### src/rtl/uart_tx_arbiter.sv
// Round-robin arbiter sharing one UART byte transmitter among N_REQ producers,
// with optional packet lock and start/busy handshake sequencing per byte.
module uart_tx_arbiter #(
  parameter int N_REQ    = 4,
  parameter int GID_W    = 2,
  parameter int IDLE_GAP = 0,
  parameter int BUSY_TO  = 16
) (
  input  logic                 clk,
  input  logic                 rst,
  input  logic [N_REQ-1:0]     req_valid,
  input  logic [8*N_REQ-1:0]   req_data,
  input  logic [N_REQ-1:0]     req_last,
  output logic [N_REQ-1:0]     req_ready,
  output logic [7:0]           tx_data,
  output logic                 tx_start,
  input  logic                 tx_busy,
  output logic [GID_W-1:0]     grant_id,
  output logic                 locked,
  output logic                 busy,
  output logic                 err_timeout
);

  typedef enum logic [2:0] {
    S_IDLE,
    S_ISSUE,
    S_WAIT_BUSY,
    S_WAIT_DONE,
    S_GAP
  } state_t;

  localparam int CNT_MAX = (BUSY_TO > IDLE_GAP) ? BUSY_TO : IDLE_GAP;
  localparam int CNT_W   = $clog2(CNT_MAX + 1);
  localparam logic [CNT_W-1:0] BUSY_LAST = CNT_W'(BUSY_TO - 1);
  localparam logic [CNT_W-1:0] GAP_LAST  = CNT_W'(IDLE_GAP - 1);
  // With no gap configured the byte ends straight back in IDLE.
  localparam state_t POST_BYTE = (IDLE_GAP == 0) ? S_IDLE : S_GAP;

  state_t           state;
  logic [CNT_W-1:0] cnt;
  logic [7:0]       req_byte [N_REQ];
  logic             win_found;
  logic [GID_W-1:0] win_id;
  logic [GID_W-1:0] scan_id;

  always_comb begin
    for (int k = 0; k < N_REQ; k++) req_byte[k] = req_data[8*k +: 8];
  end

  // Scan from the farthest offset down so the requester just after the
  // previous grant is written last and therefore wins.
  always_comb begin
    // NOTE: every variable gets a default before any branch so no latch is inferred.
    win_found = 1'b0;
    win_id    = grant_id;
    scan_id   = grant_id;
    if (locked) begin
      win_found = req_valid[grant_id];
    end else begin
      for (int i = N_REQ; i >= 1; i--) begin
        scan_id = GID_W'((int'(grant_id) + i) % N_REQ);
        if (req_valid[scan_id]) begin
          win_found = 1'b1;
          win_id    = scan_id;
        end
      end
    end
  end

  // NOTE: all state and outputs use non-blocking assignment so every register
  // samples the pre-edge values regardless of statement order.
  always_ff @(posedge clk) begin
    if (rst) begin
      state       <= S_IDLE;
      cnt         <= '0;
      req_ready   <= '0;
      tx_data     <= 8'h00;
      tx_start    <= 1'b0;
      grant_id    <= GID_W'(N_REQ - 1);
      locked      <= 1'b0;
      busy        <= 1'b0;
      err_timeout <= 1'b0;
    end else begin
      tx_start    <= 1'b0;
      req_ready   <= '0;
      err_timeout <= 1'b0;
      unique case (state)
        S_IDLE: begin
          if (win_found) begin
            tx_data   <= req_byte[win_id];
            grant_id  <= win_id;
            tx_start  <= 1'b1;
            req_ready <= N_REQ'(1) << win_id;
            busy      <= 1'b1;
            state     <= S_ISSUE;
          end
        end
        S_ISSUE: begin
          locked <= !req_last[grant_id];
          cnt    <= CNT_W'(1);
          state  <= S_WAIT_BUSY;
        end
        S_WAIT_BUSY: begin
          if (tx_busy) begin
            state <= S_WAIT_DONE;
          end else if (cnt == BUSY_LAST) begin
            err_timeout <= 1'b1;
            locked      <= 1'b0;
            cnt         <= '0;
            busy        <= (POST_BYTE != S_IDLE);
            state       <= POST_BYTE;
          end else begin
            cnt <= cnt + CNT_W'(1);
          end
        end
        S_WAIT_DONE: begin
          if (!tx_busy) begin
            cnt   <= '0;
            busy  <= (POST_BYTE != S_IDLE);
            state <= POST_BYTE;
          end
        end
        S_GAP: begin
          if (cnt == GAP_LAST) begin
            busy  <= 1'b0;
            state <= S_IDLE;
          end else begin
            cnt <= cnt + CNT_W'(1);
          end
        end
        default: begin
          busy  <= 1'b0;
          state <= S_IDLE;
        end
      endcase
    end
  end

endmodule
### config.mk
export PLATFORM = sky130hd
export DESIGN_NAME = uart_tx_arbiter
export DESIGN_NICKNAME = d
export VERILOG_FILES = /design/src/rtl/uart_tx_arbiter.sv
export SDC_FILE = /design/constraint.sdc
export NUM_CORES = 1
export LEC_CHECK = 0
export ABC_AREA = 1
export CORE_MARGIN = 8
export CORE_UTILIZATION = 45
export CTS_CLUSTER_SIZE = 25
export DETAILED_ROUTE_END_ITERATION = 10
export DONT_BUFFER_PORTS = 1
export PLACE_DENSITY = 0.65
export SETUP_SLACK_MARGIN = 0.1
export SLEW_MARGIN = 20
export SYNTH_ARGS = -nofsm -noshare
export SYNTH_HDL_FRONTEND = slang
export SYNTH_SLANG_ARGS = --single-unit
### constraint.sdc
create_clock -name clk -period 1.5 [get_ports clk]
set_input_delay 0.3 -clock clk [delete_from_list [all_inputs] [get_ports clk]]
set_output_delay 0.3 -clock clk [all_outputs]
set_load 0.01 [all_outputs]
==> tab_implementation.tex, run 1 <==
\begin{tabular}{lr}
\hline
Metric & Value \\
\hline
\multicolumn{2}{l}{\textbf{Worst hold path}} \\
\quad Hold\_sp & rst \\
\quad Min-Delay Path Depth & 1 \\
\quad Worst min path class & input port to flip-flop \\
\quad End of the worst hold path & state[1] \\
\multicolumn{2}{l}{\textbf{Yosys}} \\
\quad Prevailing post-synth register cell & dfxtp\_1 \\
\quad Syn avg cell area & 6.35 um2 \\
\quad Async S/R FF share, synth & 0\% \\
\quad Post-synthesis cell type count & 29 \\
\quad Synthesized instance count & 270 \\
\quad Count of state elements after synthesis & 25 \\
\quad Area share of the largest cell type after synthesis & 29.2\% \\
\quad Post-synthesis instance area & roughly 0.0017 mm2 \\
\quad Share of synthesized area occupied by flip-flops and latches & a little under 30\% \\
\quad Net Count, Synth & approximately 310 \\
\quad Number of synthesized flops with an enable pin & 0 \\
\quad Warning count from the yosys run & 0 \\
\quad Most area-hungry cell type in the Yosys netlist & dfxtp\_1 \\
\quad Main area contributors after synthesis & dfxtp\_1 (29\%), nand3\_1 (14\%), inv\_1 (12\%), nand2\_1 (10\%), nor2\_1 (7.7\%) \\
\multicolumn{2}{l}{\textbf{Setup path}} \\
\quad Critical path arrival & about 1.9 ns \\
\quad Crit end category & flip-flop \\
\quad Slowest CP cell & dfxtp\_4 \\
\quad Logic depth of the worst register-to-register path & 12 \\
\quad Class of the most critical setup path & flip-flop to flip-flop \\
\quad Largest fanout on the critical path & 8 \\
\quad Most Frequent Cell on Critical Path & nand3\_4 \\
\quad Reg-to-reg critical path startpoint & grant\_id[0] \\
\quad Req. time, crit path & 1.71 ns \\
\quad Worst R2R Setup Slack & -0.17 ns \\
\quad Slowest stage delay, CP & between 0.4 and 0.5 ns \\
\quad Type of element launching the critical path & flip-flop \\
\quad Sequence of cells on the critical path & buf\_12 -> nand2\_4 -> nand3\_4 -> nand2\_2 -> nand3\_4 -> nand3\_4 -> buf\_12 -> nand3\_2 -> nand3\_1 -> nand3\_1 -> nand2\_1 -> inv\_1 \\
\quad Reg-to-Reg End & tx\_data[2] \\
\multicolumn{2}{l}{\textbf{Status}} \\
\quad Outcome & finished with violations \\
\quad Violated checks & setup timing \\
\multicolumn{2}{l}{\textbf{CTS}} \\
\quad Later-pin clock latency in the skew report & around 0.27 ns \\
\quad TritonCTS clock tree & yes \\
\quad Number of buffers created by CTS & 3 \\
\quad Clock Root Buffer & clkbuf\_8 \\
\quad H-tree depth reported by CTS & 1 \\
\quad Clock edge transition at the registers on the reported setup and hold paths & approximately 0.09 ns \\
\quad Sink count of the clock tree & 25 \\
\quad Number of buffers on the longest clock path & 2 \\
\multicolumn{2}{l}{\textbf{Die}} \\
\quad Top-level I/O count & 61 \\
\quad DIE HEIGHT & approximately 78 um \\
\quad Core ar. & 0.00366 mm2 \\
\quad Width of the die & between 70 and 80 um \\
\quad \# rows & 22 \\
\quad Total die area & $\sim$0.0060 mm2 \\
\quad Effective utilization at floorplan & 46.9\% \\
\multicolumn{2}{l}{\textbf{Drt}} \\
\quad Remaining number of nets flagged by the antenna check after routing & 0 \\
\quad Detailed Routing Iterations Pass 1 & 4 \\
\quad Post-detailed-route wirelength per cell & 14.1 um \\
\quad Via count & between 1500 and 2000 \\
\quad Detailed Route WL & just under 5 mm \\
\quad Initial DRC Count & 100 \\
\quad Routed vias/inst & 5.09 \\
\quad Post-detailed-route DRC marker count & 0 \\
\multicolumn{2}{l}{\textbf{Global route}} \\
\quad Via count of the first global-routing pass & $\sim$1800 \\
\quad Total Routing Usage GR & between 10\% and 20\% \\
\quad GRT Residual Overflow & 0 \\
\quad Met3 track demand over resource & 5.18\% \\
\quad Largest net degree at the start of global routing & 22 \\
\quad Number of antenna violations at the first check in global routing & 0 \\
\quad Met1 track utilization from global routing & 18.1\% \\
\quad Met2 Resource Use GR & a little over a quarter \\
\quad Global-route wire length before repair & between 7 and 8 mm \\
\quad Global route hottest layer & met2 \\
\multicolumn{2}{l}{\textbf{Pwr}} \\
\quad Peak supply drop & 1450 uV \\
\quad Static leakage power & between 0.001 and 0.0015 uW \\
\quad Pwr per Cell Area & 2620 mW/mm2 \\
\multicolumn{2}{l}{\textbf{Timing}} \\
\quad Worst clock skew on the final layout & about 0.0054 ns \\
\quad Headroom to the max-slew limit & approximately four fifths \\
\quad Tmin final & 1.67 ns \\
\quad Tightest hold margin & between 0.09 and 0.1 ns \\
\quad Worst path setup slack after routing & -0.166 ns \\
\quad Peak Freq & roughly 600 MHz \\
\quad Count of endpoints failing setup in the final report & 15 \\
\quad Final hold violation count & 0 \\
\quad Final Slew Violations & 0 \\
\quad Unrepaired setup endpoints after global routing & true \\
\quad Crit share post-route & 111\% \\
\quad Slew at the pin closest to its max-slew limit & between 0.2 and 0.3 ns \\
\multicolumn{2}{l}{\textbf{Job}} \\
\quad Max\_cap viols & 0 \\
\multicolumn{2}{l}{\textbf{Cells and area}} \\
\quad Area occupied by registers & approximately 510 um2 \\
\quad Ratio of cells with drive above 1 in the final layout & approximately 43\% \\
\quad Number of nets in the finished design & between 300 and 400 \\
\quad Fill cell total of the finished layout & roughly 300 \\
\quad Multi-input logic area & around 0.0012 mm2 \\
\quad P\&R area growth vs syn & 43.2\% \\
\quad ANT cells & 0 \\
\multicolumn{2}{l}{\textbf{Placed design}} \\
\quad Count of port buffers added during placement & 0 \\
\quad Detailed Place HPWL & 3.51 mm \\
\quad Placer's final routability congestion estimate & between 0.8 and 0.9 \\
\quad Setup slack after placement & -0.211 ns \\
\hline
\end{tabular}
[how the worst max path moves through the flow]
stage / startpoint / depth (start not counted) / end
after detailed placement: grant_id[0] / 13 / tx_data[1]
after global placement: grant_id[0] / 10 / tx_data[1]
final: grant_id[0] / 12 / tx_data[2]
after floorplan: grant_id[0] / 13 / tx_data[5]
after global routing: grant_id[0] / 12 / tx_data[1]
after CTS: grant_id[0] / 12 / tx_data[1]
[layout make-up]
cell class | count | area share (%)
Multi-Input combinational cell | 177 | 50.7
Sequential cell | 25 | 20.8
Timing Repair Buffer | 33 | 14.5
Inverter | 62 | 9.68
Tap cell | 48 | 2.45
Clock buffer | 4 | 1.83
[synth_stat cells (2+ instances only)]
| cell | number |
|---|---|
| a211oi_1 | 2 |
| a21oi_1 | 8 |
| a31oi_1 | 2 |
| buf_6 | 3 |
| dfxtp_1 | 25 |
| inv_1 | 57 |
| inv_2 | 5 |
| nand2_1 | 46 |
| nand2_2 | 9 |
| nand2_4 | 3 |
| nand3_1 | 48 |
| nor2_1 | 35 |
| nor2_2 | 3 |
| nor2_4 | 2 |
| nor4_1 | 3 |
| o21ai_0 | 5 |
| o21ai_1 | 2 |
[critical path, delay by kind of cell (launching register included)]
| family | cells | cell delay, ns |
|---|---|---|
| flops | 1 | 0.44 |
| simple gates | 9 | 0.75 |
| buf+inv | 3 | 0.41 |
[metal layers]
metal,part of all wire [%],routed length [um]
met5,0,0
met4,0.63,31
met3,6.8,334
met2,50,2470
met1,42,2100
[registers in the layout (all words and copies together) (netlist names)]
register / count
tx_data: 8
cnt: 5
req_ready: 4
grant_id: 2
state: 2
busy: 1
err_timeout: 1
locked: 1
tx_start: 1
[where the power goes]
| group | total [uW] | leakage, uW | switching (uW) | internal, uW |
|---|---|---|---|---|
| Combinational | 4870 | 0.000993 | 2660 | 2210 |
| Sequential | 1160 | 0.000207 | 272 | 887 |
| Clock | 399 | 0.0000228 | 209 | 190 |
[cells in the final DEF (no fill, tap or decap), types with 2 or more instances in the layout]
master / instances
buf_4: 24
nand3_4: 5
clkbuf_8: 3
nor4_1: 3
nand2_2: 18
nand2_1: 32
nor2_2: 6
inv_1: 55
buf_12: 7
a211oi_1: 2
a21oi_1: 7
dfxtp_4: 2
o21ai_0: 4
nand3_2: 32
nor2_4: 3
a31oi_1: 2
nand2_4: 7
o21ai_1: 2
inv_2: 5
nor2_1: 31
dfxtp_2: 3
nand2_8: 3
dfxtp_1: 20
inv_4: 2
nand3_1: 13
[per-stage QoR]
step	area [um2]	setup TNS [ns]	total power [uW]	instances	utilization, %
2_1_floorplan	1760	-0.745	3620	270	-
3_3_place_gp	1990	-1.75	4680	336	54.3
3_5_place_dp	1990	-2.10	4700	336	54.3
4_1_cts	2200	-1.64	5600	346	60.1
5_1_grt	2460	-3.19	6940	349	67.1
6_report	2460	-1.74	6420	349	67.1
[cells by family (layout without fill, tap and decap cells)]
kind of cell	Yosys count	in the layout	share of synthesized area, %
simple gates	153	154	44.4
compound gates	22	22	7.44
fa+ha+maj	1	1	0.729
buf+inv	69	99	18.2
flops	25	25	29.2
[repair_timing]
| item | in CTS | in global routing |
|---|---|---|
| pin swaps | 15 | 26 |
| buffers inserted | 5 | 2 |
| hold buffers | 0 | 0 |
| setup endpoints to repair | 16 | 21 |
| resized for setup | 27 | 46 |
| cloned | 1 | 1 |
Power figures use the tool's default switching activity.
==> run 2, diff against run 1 <==
REMOVE_ABC_BUFFERS = 1   (was default)
==> tab_implementation.tex, run 2 (same netlist as run 1, synthesis figures left out) <==
\begin{tabular}{lr}
\hline
Metric & Value \\
\hline
\multicolumn{2}{l}{\textbf{Die}} \\
\quad DIE HEIGHT & 77.7 um (unchanged) \\
\quad Effective utilization at floorplan & 46.9\% (unchanged) \\
\quad Top-level I/O count & 61 (unchanged) \\
\quad \# rows & 22 (unchanged) \\
\quad Total die area & 0.00604 mm2 (unchanged) \\
\quad Width of the die & 77.7 um (unchanged) \\
\quad Core ar. & 0.00366 mm2 (unchanged) \\
\multicolumn{2}{l}{\textbf{Status}} \\
\quad Violated checks & setup timing \\
\quad Outcome & finished with violations \\
\multicolumn{2}{l}{\textbf{Timing}} \\
\quad Final hold violation count & 0 (unchanged) \\
\quad Unrepaired setup endpoints after global routing & true \\
\quad Accumulated negative setup slack & -2.55 ns (-0.812 ns) \\
\quad Peak Freq & 577 MHz (-3.9\%) \\
\quad Crit share post-route & 116\% (+4.5 points) \\
\quad Headroom to the max-slew limit & 83.1\% (+2.8 points) \\
\quad Slew at the pin closest to its max-slew limit & 0.252 ns (-0.0413 ns) \\
\quad Count of endpoints failing setup in the final report & 15 (unchanged) \\
\quad Worst clock skew on the final layout & 0.00534 ns (-0.000109 ns) \\
\quad Worst path setup slack after routing & -0.234 ns (-0.0675 ns) \\
\quad Tmin final & 1.73 ns (+0.0675 ns) \\
\quad Final Slew Violations & 0 (unchanged) \\
\multicolumn{2}{l}{\textbf{Worst hold path}} \\
\quad Worst min path class & input port to flip-flop \\
\quad Min-Delay Path Depth & 1 (unchanged) \\
\multicolumn{2}{l}{\textbf{CTS}} \\
\quad Clock edge transition at the registers on the reported setup and hold paths & 0.10 ns (about the same) \\
\quad TritonCTS clock tree & yes \\
\quad Clock Root Buffer & clkbuf\_8 \\
\quad Number of buffers on the longest clock path & 2 (unchanged) \\
\quad Sink count of the clock tree & 25 (unchanged) \\
\quad Later-pin clock latency in the skew report & 0.28 ns (about the same) \\
\quad Number of buffers created by CTS & 3 (unchanged) \\
\quad H-tree depth reported by CTS & 1 (unchanged) \\
\multicolumn{2}{l}{\textbf{Job}} \\
\quad Max\_cap viols & 0 (unchanged) \\
\multicolumn{2}{l}{\textbf{Placed design}} \\
\quad Count of port buffers added during placement & 0 (unchanged) \\
\quad Detailed Place HPWL & 3.29 mm (-6.2\%) \\
\quad Placer's final routability congestion estimate & 0.811 (-2.1\%) \\
\quad Setup slack after placement & -0.266 ns (-0.0551 ns) \\
\multicolumn{2}{l}{\textbf{Setup path}} \\
\quad Logic depth of the worst register-to-register path & 12 (unchanged) \\
\quad Crit end category & flip-flop \\
\quad Critical path arrival & 1.96 ns (+0.08 ns) \\
\quad Req. time, crit path & 1.73 ns (+0.02 ns) \\
\quad Largest fanout on the critical path & 7 (-1) \\
\quad Type of element launching the critical path & flip-flop \\
\quad Class of the most critical setup path & flip-flop to flip-flop \\
\multicolumn{2}{l}{\textbf{Cells and area}} \\
\quad Fill cell total of the finished layout & 300 (-0.33\%) \\
\quad Share of the core filled with cells in the final layout & 68.5\% (+1.4 points) \\
\quad Multi-input logic area & 0.00120 mm2 (-3.3\%) \\
\quad Number of nets in the finished design & 351 (+1.4\%) \\
\quad Most frequent cells in the layout & inv\_1 (55), nand2\_1 (34), nor2\_1 (28), nand3\_2 (25) \\
\quad Register with the highest flop count & tx\_data \\
\quad Leading cell type in the layout, fill and taps excluded & inv\_1 \\
\quad Area occupied by registers & 505 um2 (-1.2\%) \\
\quad Flip-flop count of the largest register, all copies and words added & 8 (unchanged) \\
\quad ANT cells & 0 (unchanged) \\
\quad Regs by FF count & tx\_data x8, cnt x5, req\_ready x4 \\
\quad P\&R area growth vs syn & 46.1\% \\
\quad Ratio of cells with drive above 1 in the final layout & 41.8\% (-0.69 points) \\
\multicolumn{2}{l}{\textbf{Drt}} \\
\quad Initial DRC Count & 134 (+34\%) \\
\quad Detailed Routing Iterations Pass 1 & 4 (unchanged) \\
\quad Remaining number of nets flagged by the antenna check after routing & 0 (unchanged) \\
\quad Routed vias/inst & 5.10 (+0.36\%) \\
\quad Post-detailed-route wirelength per cell & 15.1 um (+6.8\%) \\
\quad Via count & 1807 (+1.8\%) \\
\quad Detailed Route WL & 5.34 mm (+8.3\%) \\
\quad Post-detailed-route DRC marker count & 0 (unchanged) \\
\multicolumn{2}{l}{\textbf{Global route}} \\
\quad Total Routing Usage GR & 16.1\% (+0.62 points) \\
\quad GRT Residual Overflow & 0 (unchanged) \\
\quad Largest net degree at the start of global routing & 22 (unchanged) \\
\quad Global-route wire length before repair & 8.13 mm (+4.2\%) \\
\quad Via count of the first global-routing pass & 1782 (+1.0\%) \\
\quad Number of antenna violations at the first check in global routing & 0 (unchanged) \\
\multicolumn{2}{l}{\textbf{Pwr}} \\
\quad Static leakage power & 0.00124 uW (+1.6\%) \\
\quad Pwr per Cell Area & 2670 mW/mm2 (+2.2\%) \\
\quad Peak supply drop & 1510 uV (+4.4\%) \\
\quad Overall power consumption & 6700 uW (+4.3\%) \\
\hline
\end{tabular}
[run 2: cell count changes in the layout (fill, tap and decap cells not counted), sizes merged]
cell | before | now
clkbuf | 5 | 4
nand2 | 60 | 61
clkinvlp | 0 | 1
buf | 32 | 36
[run 2: area by class of cell]
| type | count | area share, % |
|---|---|---|
| multi-input cells | 178 | 48.0 |
| flip-flops and latches | 25 | 20.2 |
| repair buffers | 37 | 17.5 |
| inverters | 62 | 9.99 |
| well taps | 48 | 2.40 |
| clock buffers | 3 | 1.65 |
| clock inverters | 1 | 0.300 |
[run 2: power by group]
group	internal (uW)	switching [uW]
clock	189	245
sequential	873	238
combinational	2330	2820
[run 2: final timing paths]
path | start | end | slack [ns]
setup / recovery | grant_id[0] | tx_data[3] | -0.23
hold / removal | rst | cnt[1] | 0.07
setup reg to reg | grant_id[0] | tx_data[3] | -0.23
hold reg to reg | cnt[4] | cnt[4] | 0.45
[run 2: metal layers]
metal  vias up  wire length, um  GRT usage, %
li1        909                -             -
met5         -                0             0
met2        66             2600          28.5
met3         8              424          5.07
met4         0               76          4.53
met1       824             2240          17.9
[run 2: critical path, cell delays in order, from the launching register on]
cell     delay (ns)
dfxtp_2        0.34
buf_12         0.14
o21ai_2        0.22
nor2_4         0.08
nor2_8         0.13
nand3_4        0.15
buf_12         0.16
buf_16         0.13
nand3_2        0.08
nand3_2        0.07
nand3_2        0.07
nand2_1        0.05
inv_1          0.05
[run 2: timing repair]
action | 4_1_cts | 5_1_grt
cloned | 3 | 1
setup buffers | 11 | 2
hold buffers | 0 | 0
endpoints found under the setup margin | 17 | 22
resized for setup | 47 | 41
pin swaps | 11 | 31
endpoints found under the hold margin | 0 | 0
[run 2: metrics by stage]
step	instances	area, um2	hold slack [ns]
6_report	354	2510	0.0728
3_5_place_dp	333	1940	0.376
2_1_floorplan	263	1640	0.369
3_3_place_gp	333	1940	0.375
5_1_grt	354	2510	0.0551
4_1_cts	351	2290	0.0717
==> run 3, diff against run 2 <==
CAP_MARGIN = 30   (was default)
CELL_PAD_IN_SITES_DETAIL_PLACEMENT = 0   (was default)
CELL_PAD_IN_SITES_GLOBAL_PLACEMENT = 1   (was default)
CORE_UTILIZATION = 38   (was 45)
PLACE_DENSITY = 0.78   (was 0.65)
==> tab_implementation.tex, run 3 (same netlist as run 1, synthesis figures left out) <==
\begin{tabular}{lr}
\hline
Metric & Value \\
\hline
\multicolumn{2}{l}{\textbf{Status}} \\
\quad Outcome & finished with violations \\
\quad Violated checks & setup timing \\
\multicolumn{2}{l}{\textbf{Worst hold path}} \\
\quad End of the worst hold path & cnt[1] \\
\quad Hold\_sp & rst \\
\quad Worst min path class & input port to flip-flop \\
\quad Min-Delay Path Depth & 1 (unchanged) \\
\multicolumn{2}{l}{\textbf{Die}} \\
\quad \# rows & 24 (+9.1\%) \\
\quad DIE HEIGHT & 83.2 um (+7.0\%) \\
\quad Top-level I/O count & 61 (unchanged) \\
\quad Width of the die & 83.2 um (+7.0\%) \\
\quad Total die area & 0.00692 mm2 (+14\%) \\
\quad Effective utilization at floorplan & 39.4\% (-7.5 points) \\
\quad Core ar. & 0.00435 mm2 (+19\%) \\
\multicolumn{2}{l}{\textbf{CTS}} \\
\quad H-tree depth reported by CTS & 1 (unchanged) \\
\quad Number of buffers on the longest clock path & 2 (unchanged) \\
\quad Post-CTS Hold Fix Bufs & 0 (unchanged) \\
\quad Clock edge transition at the registers on the reported setup and hold paths & 0.10 ns (about the same) \\
\quad Number of buffers created by CTS & 3 (unchanged) \\
\quad Sink count of the clock tree & 25 (unchanged) \\
\quad TritonCTS clock tree & yes \\
\quad Clock Root Buffer & clkbuf\_8 \\
\quad Later-pin clock latency in the skew report & 0.28 ns (about the same) \\
\multicolumn{2}{l}{\textbf{Job}} \\
\quad Max\_cap viols & 0 (unchanged) \\
\multicolumn{2}{l}{\textbf{Cells and area}} \\
\quad Register with the highest flop count & tx\_data \\
\quad P\&R area growth vs syn & 36.5\% \\
\quad Most frequent cells in the layout & inv\_1 (54), nand3\_1 (34), nand2\_1 (31), nor2\_1 (30), buf\_4 (24) \\
\quad Number of nets in the finished design & 346 (-1.4\%) \\
\quad Area occupied by registers & 508 um2 (+0.49\%) \\
\quad Multi-input logic area & 0.00114 mm2 (-5.3\%) \\
\quad Regs by FF count & tx\_data x8, cnt x5, req\_ready x4 \\
\quad Flip-flop count of the largest register, all copies and words added & 8 (unchanged) \\
\quad Leading cell type in the layout, fill and taps excluded & inv\_1 \\
\quad ANT cells & 0 (unchanged) \\
\quad Fill cell total of the finished layout & 418 (+39\%) \\
\quad Ratio of cells with drive above 1 in the final layout & 37.5\% (-4.3 points) \\
\multicolumn{2}{l}{\textbf{Global route}} \\
\quad Total Routing Usage GR & 13.6\% (-2.5 points) \\
\quad Global-route wire length before repair & 7.98 mm (-1.9\%) \\
\quad GRT Residual Overflow & 0 (unchanged) \\
\quad Via count of the first global-routing pass & 1689 (-5.2\%) \\
\quad Largest net degree at the start of global routing & 22 (unchanged) \\
\quad Number of antenna violations at the first check in global routing & 0 (unchanged) \\
\multicolumn{2}{l}{\textbf{Setup path}} \\
\quad Reg-to-Reg End & grant\_id[1] \\
\quad Critical path arrival & 1.87 ns (-0.09 ns) \\
\quad Class of the most critical setup path & flip-flop to flip-flop \\
\quad Worst R2R Setup Slack & -0.19 ns (+0.04 ns) \\
\quad Req. time, crit path & 1.67 ns (-0.06 ns) \\
\quad Crit end category & flip-flop \\
\quad Logic depth of the worst register-to-register path & 11 (-1) \\
\quad Type of element launching the critical path & flip-flop \\
\quad Largest fanout on the critical path & 5 (-2) \\
\quad Reg-to-reg critical path startpoint & grant\_id[0] \\
\multicolumn{2}{l}{\textbf{Pwr}} \\
\quad Peak supply drop & 1040 uV (-31\%) \\
\quad Pwr per Cell Area & 2500 mW/mm2 (-6.3\%) \\
\quad Overall power consumption & 5860 uW (-12\%) \\
\quad Static leakage power & 0.00117 uW (-5.5\%) \\
\multicolumn{2}{l}{\textbf{Drt}} \\
\quad Routed vias/inst & 4.91 (-3.9\%) \\
\quad Remaining number of nets flagged by the antenna check after routing & 0 (unchanged) \\
\quad Detailed Routing Iterations Pass 1 & 4 (unchanged) \\
\quad Initial DRC Count & 86 (-36\%) \\
\quad Detailed Route WL & 5.05 mm (-5.5\%) \\
\quad Via count & 1732 (-4.2\%) \\
\quad Post-detailed-route wirelength per cell & 14.3 um (-5.2\%) \\
\quad Post-detailed-route DRC marker count & 0 (unchanged) \\
\multicolumn{2}{l}{\textbf{Timing}} \\
\quad Final hold violation count & 0 (unchanged) \\
\quad Worst path setup slack after routing & -0.194 ns (+0.0395 ns) \\
\quad Crit share post-route & 113\% (-2.6 points) \\
\quad Peak Freq & 590 MHz (+2.3\%) \\
\quad Tmin final & 1.69 ns (-0.0395 ns) \\
\quad Count of endpoints failing setup in the final report & 16 (+1) \\
\quad Slew at the pin closest to its max-slew limit & 0.320 ns (+0.0684 ns) \\
\quad Unrepaired setup endpoints after global routing & true \\
\quad Worst clock skew on the final layout & 0.00291 ns (-0.00243 ns) \\
\quad Headroom to the max-slew limit & 78.1\% (-5.0 points) \\
\quad Final Slew Violations & 0 (unchanged) \\
\multicolumn{2}{l}{\textbf{Placed design}} \\
\quad Setup slack after placement & -0.224 ns (+0.0414 ns) \\
\quad Placer's final routability congestion estimate & 0.804 (-0.89\%) \\
\quad Detailed Place HPWL & 3.45 mm (+5.1\%) \\
\quad Count of port buffers added during placement & 0 (unchanged) \\
\hline
\end{tabular}
[run 3: worst max path at each step]
stage                 from            to  slack (ns)  cells past startpoint
2_1_floorplan  grant_id[0]   grant_id[1]       -0.44                     11
3_3_place_gp   grant_id[0]   grant_id[0]       -0.21                     10
3_5_place_dp   grant_id[0]  req_ready[1]       -0.22                     10
4_1_cts        grant_id[0]    tx_data[1]       -0.17                     11
5_1_grt        grant_id[0]    tx_data[5]       -0.29                     11
6_report       grant_id[0]   grant_id[1]       -0.19                     11
[run 3: what timing repair did]
action / in CTS / in global routing
gates resized for setup: 29 / 47
pin swaps: 2 / 15
gates cloned: 2 / 1
endpoints found under the hold margin: 0 / 0
setup buffers: 4 / 3
endpoints found under the setup margin: 16 / 22
[run 3: report_power, final]
part / leakage (uW) / switching (uW) / total [uW] / internal [uW]
sequential: 0.000207 / 250 / 1130 / 879
clock: 0.0000217 / 241 / 430 / 189
combinational: 0.000946 / 2430 / 4310 / 1880
[run 3: per-layer routing]
layer | wire length, um | vias to the layer above | track usage (%) | share of wire (%)
met4 | 88 | 0 | 5.75 | 1.7
met1 | 2200 | 783 | 16.5 | 43
met5 | 0 | - | 0 | 0
met3 | 292 | 7 | 3.81 | 5.8
met2 | 2470 | 45 | 21.7 | 49
li1 | - | 897 | - | -
[run 3: area by class of cell]
class                           instances  area share [%]
Clock inverter                          1           0.321
Timing Repair Buffer                   33            14.2
Sequential cell                        25            21.7
Inverter                               62            10.6
Tap cell                               52            2.78
Multi-Input combinational cell        177            48.7
Clock buffer                            3            1.76
[run 3: through the flow]
step | instance area [um2] | TNS [ns] | util [%] | instances | hold WS [ns]
3_5_place_dp | 1910 | -2.96 | 43.8 | 339 | 0.378
4_1_cts | 2120 | -1.85 | 48.8 | 349 | 0.0701
6_report | 2340 | -2.49 | 53.8 | 353 | 0.0753
3_3_place_gp | 1910 | -2.60 | 43.8 | 339 | 0.375
2_1_floorplan | 1640 | -6.02 | - | 263 | 0.369
5_1_grt | 2340 | -3.76 | 53.8 | 353 | 0.0568
[run 3: critical path, stage by stage (launching register included)]
cell	delay, ns
dfxtp_4	0.39
buf_16	0.14
o21ai_4	0.19
nor2_4	0.08
nor2_8	0.13
nor2_2	0.07
nor2_4	0.16
inv_2	0.08
nor2_4	0.13
nand2_2	0.10
o31ai_1	0.10
inv_2	0.04
